**src/rtl/mem_arb_pkg.sv**
```systemverilog
// Shared types for the memory-port arbiter: FSM state encoding and the
// latched request record that drives the backing-memory port.
package mem_arb_pkg;

   typedef enum logic [1:0] {
      ST_IDLE  = 2'd0,
      ST_ISSUE = 2'd1,
      ST_WAIT  = 2'd2,
      ST_DRAIN = 2'd3
   } arb_state_e;

   typedef struct packed {
      logic        we;
      logic [3:0]  be;
      logic [31:0] addr;
      logic [31:0] wdata;
   } mem_req_s;

endpackage

```
**src/rtl/rr_arbiter.sv**
```systemverilog
// Combinational N-way round-robin pick: first requester at or after ptr_i,
// wrapping, as a one-hot grant plus binary index.
module rr_arbiter #(
   parameter int N  = 3,
   parameter int IW = (N > 1) ? $clog2(N) : 1
) (
   input  logic [N-1:0]  req_i,
   input  logic [IW-1:0] ptr_i,
   output logic [N-1:0]  gnt_o,
   output logic [IW-1:0] idx_o,
   output logic          any_o
);

   // Scan N positions starting at the pointer; the first hit wins.
   always_comb begin
      int   j;
      logic hit_s;
      gnt_o = '0;
      idx_o = '0;
      any_o = 1'b0;
      j     = 0;
      hit_s = 1'b0;
      for (int i = 0; i < N; i++) begin
         j        = int'(ptr_i) + i;
         j        = (j >= N) ? (j - N) : j;
         hit_s    = !any_o && req_i[j];
         gnt_o[j] = hit_s;
         idx_o    = hit_s ? IW'(j) : idx_o;
         any_o    = any_o | hit_s;
      end
   end

endmodule

```
**src/rtl/mem_port_arbiter.sv**
```systemverilog
// Shares one single-outstanding memory port between N requesters with
// round-robin fairness, a bounded burst lock and a response timeout.
module mem_port_arbiter
   import mem_arb_pkg::*;
#(
   parameter int N_MASTERS = 3,
   parameter int MAX_BURST = 8,
   parameter int TIMEOUT   = 255
) (
   input  logic                    clk,
   input  logic                    rst,
   input  logic [N_MASTERS-1:0]    m_req,
   input  logic [N_MASTERS-1:0]    m_lock,
   input  logic [N_MASTERS-1:0]    m_we,
   input  logic [4*N_MASTERS-1:0]  m_be,
   input  logic [32*N_MASTERS-1:0] m_addr,
   input  logic [32*N_MASTERS-1:0] m_wdata,
   output logic [N_MASTERS-1:0]    m_gnt,
   output logic [N_MASTERS-1:0]    m_rvalid,
   output logic [31:0]             m_rdata,
   output logic                    m_fault,
   output logic                    mem_req,
   output logic                    mem_we,
   output logic [3:0]              mem_be,
   output logic [31:0]             mem_addr,
   output logic [31:0]             mem_wdata,
   input  logic [31:0]             mem_rdata,
   input  logic                    mem_rvalid,
   input  logic                    mem_fault,
   output logic                    busy,
   output logic [31:0]             stat_timeouts
);

   localparam int IW = (N_MASTERS > 1) ? $clog2(N_MASTERS) : 1;
   localparam int TW = $clog2(TIMEOUT + 1);
   localparam int LW = $clog2(MAX_BURST + 1);

   arb_state_e          state_q, state_d;
   logic [IW-1:0]       rr_ptr_q, rr_ptr_d;
   logic [IW-1:0]       owner_q, owner_d;
   logic [LW-1:0]       lock_cnt_q, lock_cnt_d;
   logic                lock_set_q, lock_set_d;
   logic [TW-1:0]       tmo_cnt_q, tmo_cnt_d;
   logic [31:0]         stat_q, stat_d;
   mem_req_s            req_q, req_d;

   logic [N_MASTERS-1:0] rr_gnt_s, own_oh_s, win_oh_s;
   logic [IW-1:0]        rr_idx_s, win_idx_s, nxt_ptr_s;
   logic                 rr_any_s, lock_hold_s, keep_owner_s, tmo_tick_s;
   logic [LW-1:0]        cnt_next_s;

   rr_arbiter #(.N(N_MASTERS), .IW(IW)) u_rr (
      .req_i (m_req),
      .ptr_i (rr_ptr_q),
      .gnt_o (rr_gnt_s),
      .idx_o (rr_idx_s),
      .any_o (rr_any_s)
   );

   // One-hot decode of the current owner, used for lock hold and response routing.
   always_comb begin
      own_oh_s = '0;
      for (int i = 0; i < N_MASTERS; i++) begin
         own_oh_s[i] = (owner_q == IW'(i));
      end
   end

   assign lock_hold_s  = lock_set_q && (lock_cnt_q < LW'(MAX_BURST));
   assign keep_owner_s = lock_hold_s && (|(m_req & own_oh_s));
   assign win_oh_s     = keep_owner_s ? own_oh_s : rr_gnt_s;
   assign win_idx_s    = keep_owner_s ? owner_q : rr_idx_s;
   assign nxt_ptr_s    = (win_idx_s == IW'(N_MASTERS - 1)) ? IW'(0) : (win_idx_s + IW'(1));
   assign tmo_tick_s   = (tmo_cnt_q == TW'(TIMEOUT - 1));
   assign cnt_next_s   = keep_owner_s ? (lock_cnt_q + LW'(1)) : LW'(1);

   // Next-state and combinational handshake outputs for the port FSM.
   always_comb begin
      state_d    = state_q;
      rr_ptr_d   = rr_ptr_q;
      owner_d    = owner_q;
      lock_cnt_d = lock_cnt_q;
      lock_set_d = lock_set_q;
      tmo_cnt_d  = tmo_cnt_q;
      stat_d     = stat_q;
      req_d      = req_q;
      m_gnt      = '0;
      m_rvalid   = '0;
      m_rdata    = 32'h0000_0000;
      m_fault    = 1'b0;
      case (state_q)
         ST_IDLE: begin
            if (rr_any_s) begin
               m_gnt       = win_oh_s;
               owner_d     = win_idx_s;
               req_d.we    = m_we[win_idx_s];
               req_d.be    = m_be[int'(win_idx_s)*4 +: 4];
               req_d.addr  = m_addr[int'(win_idx_s)*32 +: 32];
               req_d.wdata = m_wdata[int'(win_idx_s)*32 +: 32];
               state_d     = ST_ISSUE;
               // A locked grant only keeps the pointer until the burst is exhausted.
               if (m_lock[win_idx_s] && (cnt_next_s < LW'(MAX_BURST))) begin
                  lock_cnt_d = cnt_next_s;
                  lock_set_d = 1'b1;
               end else begin
                  lock_cnt_d = '0;
                  lock_set_d = 1'b0;
                  rr_ptr_d   = nxt_ptr_s;
               end
            end else begin
               lock_cnt_d = '0;
               lock_set_d = 1'b0;
            end
         end
         ST_ISSUE: begin
            tmo_cnt_d = '0;
            state_d   = ST_WAIT;
         end
         ST_WAIT: begin
            if (mem_rvalid) begin
               m_rvalid = own_oh_s;
               m_rdata  = mem_rdata;
               m_fault  = mem_fault;
               state_d  = ST_IDLE;
               if (mem_fault) begin
                  lock_cnt_d = '0;
                  lock_set_d = 1'b0;
               end else begin
                  lock_set_d = lock_set_q;
               end
            end else if (tmo_tick_s) begin
               m_rvalid   = own_oh_s;
               m_fault    = 1'b1;
               stat_d     = (stat_q != 32'hFFFF_FFFF) ? (stat_q + 32'd1) : stat_q;
               lock_cnt_d = '0;
               lock_set_d = 1'b0;
               tmo_cnt_d  = '0;
               state_d    = ST_DRAIN;
            end else begin
               tmo_cnt_d = tmo_cnt_q + TW'(1);
            end
         end
         ST_DRAIN: begin
            if (mem_rvalid || tmo_tick_s) begin
               state_d = ST_IDLE;
            end else begin
               tmo_cnt_d = tmo_cnt_q + TW'(1);
            end
         end
         default: begin
            state_d = ST_IDLE;
         end
      endcase
   end

   // State registers with synchronous reset.
   always_ff @(posedge clk) begin
      if (rst) begin
         state_q    <= ST_IDLE;
         rr_ptr_q   <= '0;
         owner_q    <= '0;
         lock_cnt_q <= '0;
         lock_set_q <= 1'b0;
         tmo_cnt_q  <= '0;
         stat_q     <= 32'h0000_0000;
         req_q      <= '0;
      end else begin
         state_q    <= state_d;
         rr_ptr_q   <= rr_ptr_d;
         owner_q    <= owner_d;
         lock_cnt_q <= lock_cnt_d;
         lock_set_q <= lock_set_d;
         tmo_cnt_q  <= tmo_cnt_d;
         stat_q     <= stat_d;
         req_q      <= req_d;
      end
   end

   assign mem_req       = (state_q == ST_ISSUE);
   assign mem_we        = req_q.we;
   assign mem_be        = req_q.be;
   assign mem_addr      = req_q.addr;
   assign mem_wdata     = req_q.wdata;
   assign busy          = (state_q != ST_IDLE);
   assign stat_timeouts = stat_q;

endmodule

```
**config.mk**
```make
export PLATFORM = sky130hd
export DESIGN_NAME = mem_port_arbiter
export DESIGN_NICKNAME = d
export VERILOG_FILES = /design/src/rtl/mem_arb_pkg.sv /design/src/rtl/rr_arbiter.sv /design/src/rtl/mem_port_arbiter.sv
export SDC_FILE = /design/constraint.sdc
export NUM_CORES = 1
export LEC_CHECK = 0
export ABC_AREA = 1
export CAP_MARGIN = 20
export CORE_AREA = 2 2 153 155
export CTS_BUF_LIST = sky130_fd_sc_hd__clkbuf_16
export CTS_CLUSTER_DIAMETER = 150
export DETAILED_ROUTE_END_ITERATION = 16
export DIE_AREA = 0 0 155 157
export PLACE_DENSITY = 0.67
export SLEW_MARGIN = 20
export SYNTH_ARGS = -nofsm -noshare
export SYNTH_HDL_FRONTEND = slang
export SYNTH_SLANG_ARGS = --single-unit
```
**constraint.sdc**
```tcl
create_clock -name clk -period 5.4 [get_ports clk]
set_input_delay 0.54 -clock clk [delete_from_list [all_inputs] [get_ports clk]]
set_output_delay 0.54 -clock clk [all_outputs]
set_load 0.05 [all_outputs]
```
# --- Word-level counts from Yosys, hierarchy flattened ---
# Index checks and enable logic that the tools add are counted.
classes:
  shift: 3
  n_reduce_logical: 23
  magnitude_cmp: 12
  eq_ne: 14
  bitwise: 6
  mux: 62
  add_sub_neg: 9
ops:
  columns: ["operator", "count"]
  rows:
  - ["indexed part select 96 x 8 -> 32 bit", 2]
  - ["two-way mux 32 bit", 5]
  - ["greater-or-equal comparator 32 x 1 -> 1 bit, second input constant", 3]
  - ["less-than comparator 32 x 4 -> 1 bit, second input constant", 3]
  - ["greater-or-equal comparator 32 x 3 -> 1 bit, second input constant", 2]
  - ["subtractor 32 x 3 -> 32 bit, second input constant", 2]
  - ["adder 32 x 1 -> 32 bit, second input constant", 1]
  - ["!= test 32 bit, second input constant", 1]
  - ["two-way mux 4 bit", 6]
  - ["two-way mux 8 bit", 3]
  - ["one-hot mux 8 bit (3 select lines)", 1]
  - ["two-way mux 1 bit", 19]
  - ["two-way mux 2 bit", 9]
  - ["two-way mux 3 bit", 6]
  - ["AND reduction 3 bit", 4]
  - ["indexed part select 12 x 5 -> 4 bit", 1]
  - ["binary-select mux 1 bit (select 2 bit)", 5]
  - ["adder 8 x 1 -> 8 bit, second input constant", 1]
  - ["== test 2 bit, second input constant", 4]
  - ["== test 8 bit, second input constant", 1]
  - ["logical AND 1 bit", 8]
  - ["less-than comparator 4 bit, second input constant", 2]
  - ["!= test 2 bit, second input constant", 4]
  - ["one-hot mux 2 bit (4 select lines)", 1]
  - ["other kinds (24)", 35]
word_totals:
  reg_bits: 120
  wordCells: 140
  in_bits: 249
  out_inout_bits: 142

# --- Logic depth before layout (Yosys ltp) ---
depth:
  ltp_word: 18
  ltp_mapped: 18
  mapped_depth_nobuf: 17

# --- Hierarchy ---
# From an unflattened synthesis, not the netlist that was laid out.
hier_totals:
  hier_cells: 1138
  hier_area_um2: 7204.4
modules_own_cells:
  columns: ["module", "n_inst", "seq_area_each_um2", "cells_per_inst", "area_per_inst_um2"]
  rows:
  - ["mem_port_arbiter", 1, 2402.3, 1078, 6895.4]
  - ["rr_arbiter", 1, 0.0, 60, 309.0]

# --- Least setup slack after synthesis ---
# OpenSTA, ideal clock, no wires.
synth_path:
  path_type: "reg-to-output"
  from: "register rr_ptr_q[0]"
  to: "output port m_gnt[1]"
  stages_incl_launch_ff: 17
  n_path_buf: 3
  arrival_ns: 2.700
  setup_slack_ns: 2.160
  required_time_ns: 4.860
  cell_sequence: "dfxtp_1 inv_1 ha_1 buf_2 inv_2 nand2_1 nand3_1 nand2_1 nand2_1 inv_2 nand3_1 nand2_2 inv_1 buf_2 buf_2 nand2_1 a31oi_1"
synth_between:
  elab_chain_len: 14
  word_cells_on_any_way: 47
  cone_classes: "add/sub (5); order compare (9); mux (23); bitwise (3); reduce/logical (7)"
synth_lines:
  columns: ["item", "line", "text"]
  rows:
  - ["start, declared", "mem_port_arbiter.sv:39", "logic [IW-1:0] rr_ptr_q, rr_ptr_d;"]
  - ["start signal, assigned", "mem_port_arbiter.sv:168", "rr_ptr_q <= rr_ptr_d;"]
  - ["parallel branches: the longest is 12 deep, another holds subtractor 32 x 3 -> 32 bit", null, null]
  - ["two-way mux 3 bit (*)", "mem_port_arbiter.sv:92", "if (rr_any_s) begin"]
  - ["two-way mux 3 bit (*)", "mem_port_arbiter.sv:90", "case (state_q)"]
  - ["end, declared", "mem_port_arbiter.sv:18", "output logic [N_MASTERS-1:0] m_gnt,"]
# Every way passes the cells marked *. The select of a mux whose other input is x is not followed.

# --- Final worst setup path ---
# Ends and elaborated chain as after synthesis.

==> impl_summary.md <==
Power
The completed layout was analyzed and its total power is 5.98 mW. The static leakage is 4.52 nW. The share of power burned in combinational logic is 61.0%. The clock share of power is 18.9%.

In this run the power spent charging and discharging nets is 3.07 mW. The sequential share of power is 20.1%. Internal power comes to 2.91 mW. The share of total power consumed by net switching is 51.4%. The peak supply drop is 0.000336 V. The power per cell area is 509 nW/um^2.

Routing
The first-pass iteration count of the detailed router is 5. The wire length on met1 is 11700 microns. The per-cell via count in the routed design is 5.01. After detailed routing, the total wire length is 29000 microns. For this run, design rule violations remaining after detail routing come to 0.

The detailed router's first-iteration violation count is 569. The highest metal layer with signal wires is met4. The routed wire length on met2 is 14100 microns.

The average wire length per cell after detail routing is 16.7 microns. In the detailed route, the total length drawn on met3 is 2230 microns. The total via count after detailed routing is 8686. The number of nets still failing antenna checks after routing is 0.

Clocking
Clock tree synthesis found a total of 120 sinks. The post-cts gate resize count is 0. The clock passes through at most 2 buffers.

In this run, post-CTS hold repair placed 0 buffers. Clock latency on the worst-skew pair, taken at its later pin, is 0.43 ns. The clock buffer count from CTS is 17.

TritonCTS built the clock tree. The CTS clock-pin slew for the worst setup and hold paths is 0.06 ns. The root buffer cell is sky130_fd_sc_hd__clkbuf_16. The clock tree synthesis step divided the H-tree into 4 levels. The total setup buffers inserted after CTS is 0.

STA
Setup slack on the critical path of the routed design comes to 1.37 ns. The worst slack on hold paths is 0.449 ns. The maximum clock rate is 248 MHz.

The total of endpoints with negative setup slack in the final report is 0. Summed over all failing endpoints, the final setup total negative slack is 0 ns. The transition time at the pin with the least slew margin is 1.04 ns.

The final critical-path share of the clock period is 74.7%. The max-slew violation count is 0. Across the routed clock network, the largest skew measured is 0.0172 ns. The final-report hold violation count is 0. Headroom to the max-slew limit came out at 30.8%. The clock period minus final worst setup slack is 4.03 ns. Setup repair after global routing left no endpoint under its margin.

Worst setup path
STA classifies the critical path endpoint as a primary output. The cell depth of the worst flop-to-flop path is 14. The critical path data arrival time is 3.49 ns.

The slack of the worst reg-to-reg path is 1.66 ns. The maximum net fanout on the critical path is 100. The reg-to-reg critical path startpoint is rr_ptr_q[0].

The worst setup path endpoint is m_gnt[1]. The sort of element at the start of the critical path is a flip-flop. The terminus of the critical flop-to-flop path is mem_wdata[1]. The startpoint of the worst setup timing path is rr_ptr_q[0].

The worst path required time is 4.86 ns. The type of the worst setup path is flip-flop to primary output.

Placed design
Summing all placed instances gives a cell area of 11200 sq um. The routability-driven placement congestion ratio is 0.939. After legalization and detailed placement, the total HPWL measured 22100 microns. The number of buffers inserted by port buffering is 390. The minimum setup slack after placement is 1.38 ns. The post-placement cell count is 1702.

Synthesis
After synthesis, the netlist uses 44 different library cells. Counting flops with an async set or reset pin after synthesis yields a share of 0%. The sequential fraction of the synthesis area is 33.6%. During synthesis, Yosys emitted a total of 0 warnings.

The synthesized net count is 1343. In this run, synthesis produced a sequential element count of 120. In this run the mean area of a mapped cell was 6.59 sq um.

The netlist area before placement is 7160 sq um. Counting every instance in the synthesized netlist gives 1086. The main flop type after synthesis is sky130_fd_sc_hd__dfxtp_1. The number of flops mapped to enable cells by yosys is 0.

Min path
The min-delay analysis places its worst path in the category flip-flop to flip-flop.

Run
Across the run, the number of max-cap violations was 0.

Floorplan
The die is 155 microns wide. The die covers 24300 sq um. The floorplan die height is 157 microns. The area of the core is 22500 sq um. The number of top-level design ports is 391. The number of cell rows is 55. The starting density of the core is 31.8%.

Layout
The fraction of final layout cells sized beyond drive strength 1 is 4.83%. Cells fill 52.2% of the core in the end. The layout overhead on the synthesized area is 64.0%.

For this run, the number of standard cells in the final layout without fillers is 1734. The post-layout net count is 1693. Counting the fill cells in the layout gives 2245. The final instance area is 11700 sq um.

The number of diodes is 0.

GRT
The number of antenna violations at the first check in global routing is 0. Entering global routing, the biggest net connects 101 pins. The via count of the first global-routing pass came to 8067. The sum of overflow across all layers after global routing is 0. The total track usage is 22.8%.

The first global-routing pass estimated 43400 microns of wire.

Status
The run finished with clean final reports.
-- layer usage --
metal  track usage (%)  vias up
met5                 0        -
met4              8.95        0
met3              6.53       52
met2              39.2      359
met1              26.9     3914
li1                  -     4361
-- cells in the mapped netlist, drive strengths merged, types with 10 or more instances --
cell / number / area, sq um
a21oi: 35 / 179
a31oi: 74 / 463
buf: 37 / 201
clkbuf: 30 / 113
dfxtp: 120 / 2400
inv: 142 / 536
nand2: 279 / 1060
nand3: 89 / 460
nand4: 24 / 150
nor2: 81 / 320
nor3: 15 / 75.1
nor4: 10 / 75.1
o211ai: 70 / 566
o21ai: 40 / 211
-- layout make-up --
cell class	instances	area, sq um	share of cell area [%]
clock buffer	17	425	3.62
clock inverter	15	153	1.30
inverter	143	539	4.59
multi-input combinational	756	3910	33.3
sequential	120	2400	20.5
tap	285	357	3.04
timing repair buffer	398	3960	33.7
-- placed cells by master, fill, tap and decap left out, types with 24 or more instances in the layout --
cell	netlist	routed
sky130_fd_sc_hd__nand3_1	86	86
sky130_fd_sc_hd__inv_1	136	135
sky130_fd_sc_hd__o21ai_0	38	38
sky130_fd_sc_hd__clkdlybuf4s50_1	0	388
sky130_fd_sc_hd__a21oi_1	34	34
sky130_fd_sc_hd__a31oi_1	74	74
sky130_fd_sc_hd__nand2_1	274	273
sky130_fd_sc_hd__nand4_1	24	24
sky130_fd_sc_hd__nor2_1	80	80
sky130_fd_sc_hd__o211ai_1	62	62
sky130_fd_sc_hd__dfxtp_1	120	120
-- state kept, by name (all words and copies together) (netlist names) --
signal and count:
lock_cnt_q 4, lock_set_q 1, state_q 2, mem_wdata 32, tmo_cnt_q 8, stat_timeouts 32, mem_we 1, rr_ptr_q 2
mem_addr 32, mem_be 4, owner_q 2
-- power groups by stage --
stage / combinational (mW) / sequential [mW] / clock, mW
after global placement: 3.65 / 1.21 / 0
after detailed placement: 3.69 / 1.21 / 0
after global routing: 3.95 / 1.22 / 1.19
after floorplan: 2.08 / 1.77 / 0
after CTS: 3.69 / 1.20 / 1.15
final: 3.65 / 1.20 / 1.13
-- worst min path at each step --
stage / startpoint / endpoint / slack, ns / cells past startpoint
final: tmo_cnt_q[4] / tmo_cnt_q[4] / 0.45 / 2
after floorplan: tmo_cnt_q[4] / tmo_cnt_q[4] / 0.42 / 2
after global placement: tmo_cnt_q[4] / tmo_cnt_q[4] / 0.44 / 2
after detailed placement: tmo_cnt_q[4] / tmo_cnt_q[4] / 0.44 / 2
after global routing: tmo_cnt_q[4] / tmo_cnt_q[4] / 0.48 / 2
after CTS: tmo_cnt_q[4] / tmo_cnt_q[4] / 0.45 / 2
-- critical path, cell delays in order, from the launching register on --
cell,delay [ns]
sky130_fd_sc_hd__dfxtp_1,0.38
sky130_fd_sc_hd__inv_1,0.08
sky130_fd_sc_hd__ha_1,0.42
sky130_fd_sc_hd__inv_2,0.16
sky130_fd_sc_hd__nand2_1,0.07
sky130_fd_sc_hd__nand3_1,0.07
sky130_fd_sc_hd__nand2_1,0.07
sky130_fd_sc_hd__nand2_1,0.09
sky130_fd_sc_hd__inv_2,0.05
sky130_fd_sc_hd__nand3_1,0.07
sky130_fd_sc_hd__nand2_2,0.20
sky130_fd_sc_hd__inv_2,0.11
sky130_fd_sc_hd__buf_4,0.76
sky130_fd_sc_hd__nand2_1,0.10
sky130_fd_sc_hd__a31oi_1,0.18
sky130_fd_sc_hd__buf_4,0.25
-- cells by family after synthesis --
logic type               count (synthesis)  synth area share (%)
AO/OA/AOI/OAI                          231                  21.1
XOR/XNOR                                 8                 0.979
adder cells (fa/ha/maj)                  8                  1.40
buffers and inverters                  210                  11.9
flip-flops                             120                  33.6
AND/OR/NAND/NOR                        509                  31.0
Power figures use the tool's default switching activity.
==> variant, RTL diff (same settings) <==
Set the parameter `N_MASTERS` to 2 (it was 3).
--- a/src/rtl/mem_port_arbiter.sv
+++ b/src/rtl/mem_port_arbiter.sv
@@ -5,3 +5,3 @@
 #(
-   parameter int N_MASTERS = 3,
+   parameter int N_MASTERS = 2,
    parameter int MAX_BURST = 8,
Ports: changed (8 resized); port bits go from 391 to 318. No check against the original RTL was run, so the function may have changed too.
==> variant against the original RTL <==
  * Setup slack improved by 0.79 ns
  * Clock skew decreased by 0.0056 ns
  * Cell count decreased by 7.3%
  * Critical path type is now in2out
  * Final area decreased by 11%
  * Routed wire length decreased by 21%
  * Synthesized area decreased by 8.7%
  * Sequential cell count decreased by 2
  * Critical path depth decreased by 8
Power is not compared: it rests on default switching activity, and its combinational part moved more than twofold at a synthesized area within 25%.
==> variant: results <==
set metrics [dict create \
    cp_slowest_cell "clkdlybuf4s50_1" \
    n_fill_cell 2306 \
    synth.area.mux_share 0 \
    wire_per_inst_um 14.1 \
    synth-compound-area-share 0.117 \
    timing.rr.start "state_q[0]" \
    ys_types 26 \
    yosys-top-cells-area "dfxtp_1 36%, nand2_1 21%, o211ai_1 7.9%" \
    clk_latency_ns 0.41 \
    preCtsSetupSlack_ns 2.16 \
    worst_hold_slack_ns 0.459 \
    dp.cells 1576 \
    arrival_ns 2.70 \
    hold_path.class "reg2reg" \
    final_net_count 1492 \
    drive_gt1_frac 0.0461 \
    hold_depth 2 \
    dieArea_sq_um 24300 \
    viasPerCell 4.58 \
    clock_path_buffers 2 \
    synthAdderAreaFrac 0.00766 \
    regArea_sq_um 2360 \
    r2r_cells 8 \
    portBuffers 317 \
    syn_inst 1020 \
    hpwl_mm 16.6 \
    min_delay_worst_endpoint "lock_cnt_q[3]" \
    r2r_slack_ns 2.79 \
    clk_pin_slew_ns 0.06 \
    grt_use_total 0.183 \
    cp_max_fo 34 \
    status "finished, final reports clean" \
    cts_repair_resize_count 0 \
    grt_pass1_wl_mm 35.6 \
    drtIter0Drc 371 \
    slowest_delay_ns 0.82 \
    vias 7372 \
    synth-xor-area-share 0.0228 \
    max_slew_margin 0.345 \
    hold_start "lock_cnt_q[3]" \
    gp_congestion 0.914 \
    grt_max_degree 103 \
    synthTopCellsByCount "360 x nand2_1, 118 x dfxtp_1, 107 x inv_1, 107 x nor2_1, 94 x nand3_1" \
    seq_area_frac_synth 0.361 \
    p_leak_nw 4.37 \
    drt_first_pass_iters 4 \
    placed_cell_area_sq_um 9860 \
    synthesis.nets 1202 \
    grt_pass1_vias 6867 \
    r2r-end "mem_wdata[26]" \
    skew_ns 0.0116 \
]
-- variant: changes by cell type after synthesis, moves of 9 or more --
cell	change
nand2_1	+86
nand3b_1	+10
nor3_1	-12
nor2_1	+27
clkbuf_1	-9
a21oi_1	+9
nand4_1	-16
a31oi_1	-74
inv_1	-29
o21ai_0	-33
-- variant: where the power goes --
group | switching [W] | total (W) | internal [W] | leakage [nW]
registers | 0.0000543 | 0.00102 | 0.000965 | 0.969
logic | 0.000676 | 0.00106 | 0.000388 | 3.11
clock network | 0.000468 | 0.00116 | 0.000693 | 0.290
-- variant: layout make-up --
cell class | count | area share
clock buffers | 17 | 0.0407
clock inverters | 15 | 0.0162
inverters | 110 | 0.0397
multi-input cells | 739 | 0.335
flip-flops and latches | 118 | 0.226
well taps | 285 | 0.0341
repair buffers | 324 | 0.309
-- variant: cell families (layout without fill, tap and decap cells) --
| kind of cell | after synthesis | in the layout |
|---|---|---|
| simple gates | 600 | 600 |
| xor+xnor | 17 | 17 |
| fa+ha+maj | 4 | 4 |
| buf+inv | 163 | 466 |
| flops | 118 | 118 |
| compound gates | 118 | 118 |
-- variant: worst max-delay path by stage --
stage | startpoint | endpoint | slack [ns] | cells after the start
after floorplan | state_q[0] | m_gnt[0] | 2.73 | 7
after global placement | mem_rvalid | m_fault | 2.19 | 7
after detailed placement | mem_rvalid | m_rvalid[1] | 2.16 | 7
after CTS | mem_rvalid | m_rvalid[1] | 2.15 | 7
after global routing | state_q[1] | m_rdata[11] | 2.03 | 5
final | mem_rvalid | m_rvalid[1] | 2.16 | 7
-- variant: routing by layer --
metal | share of wire | global-route usage | wire length, um
met1 | 0.41 | 0.211 | 9340
met2 | 0.50 | 0.322 | 11400
met3 | 0.069 | 0.0614 | 1560
met4 | 0.020 | 0.0547 | 456
met5 | 0 | 0 | 0
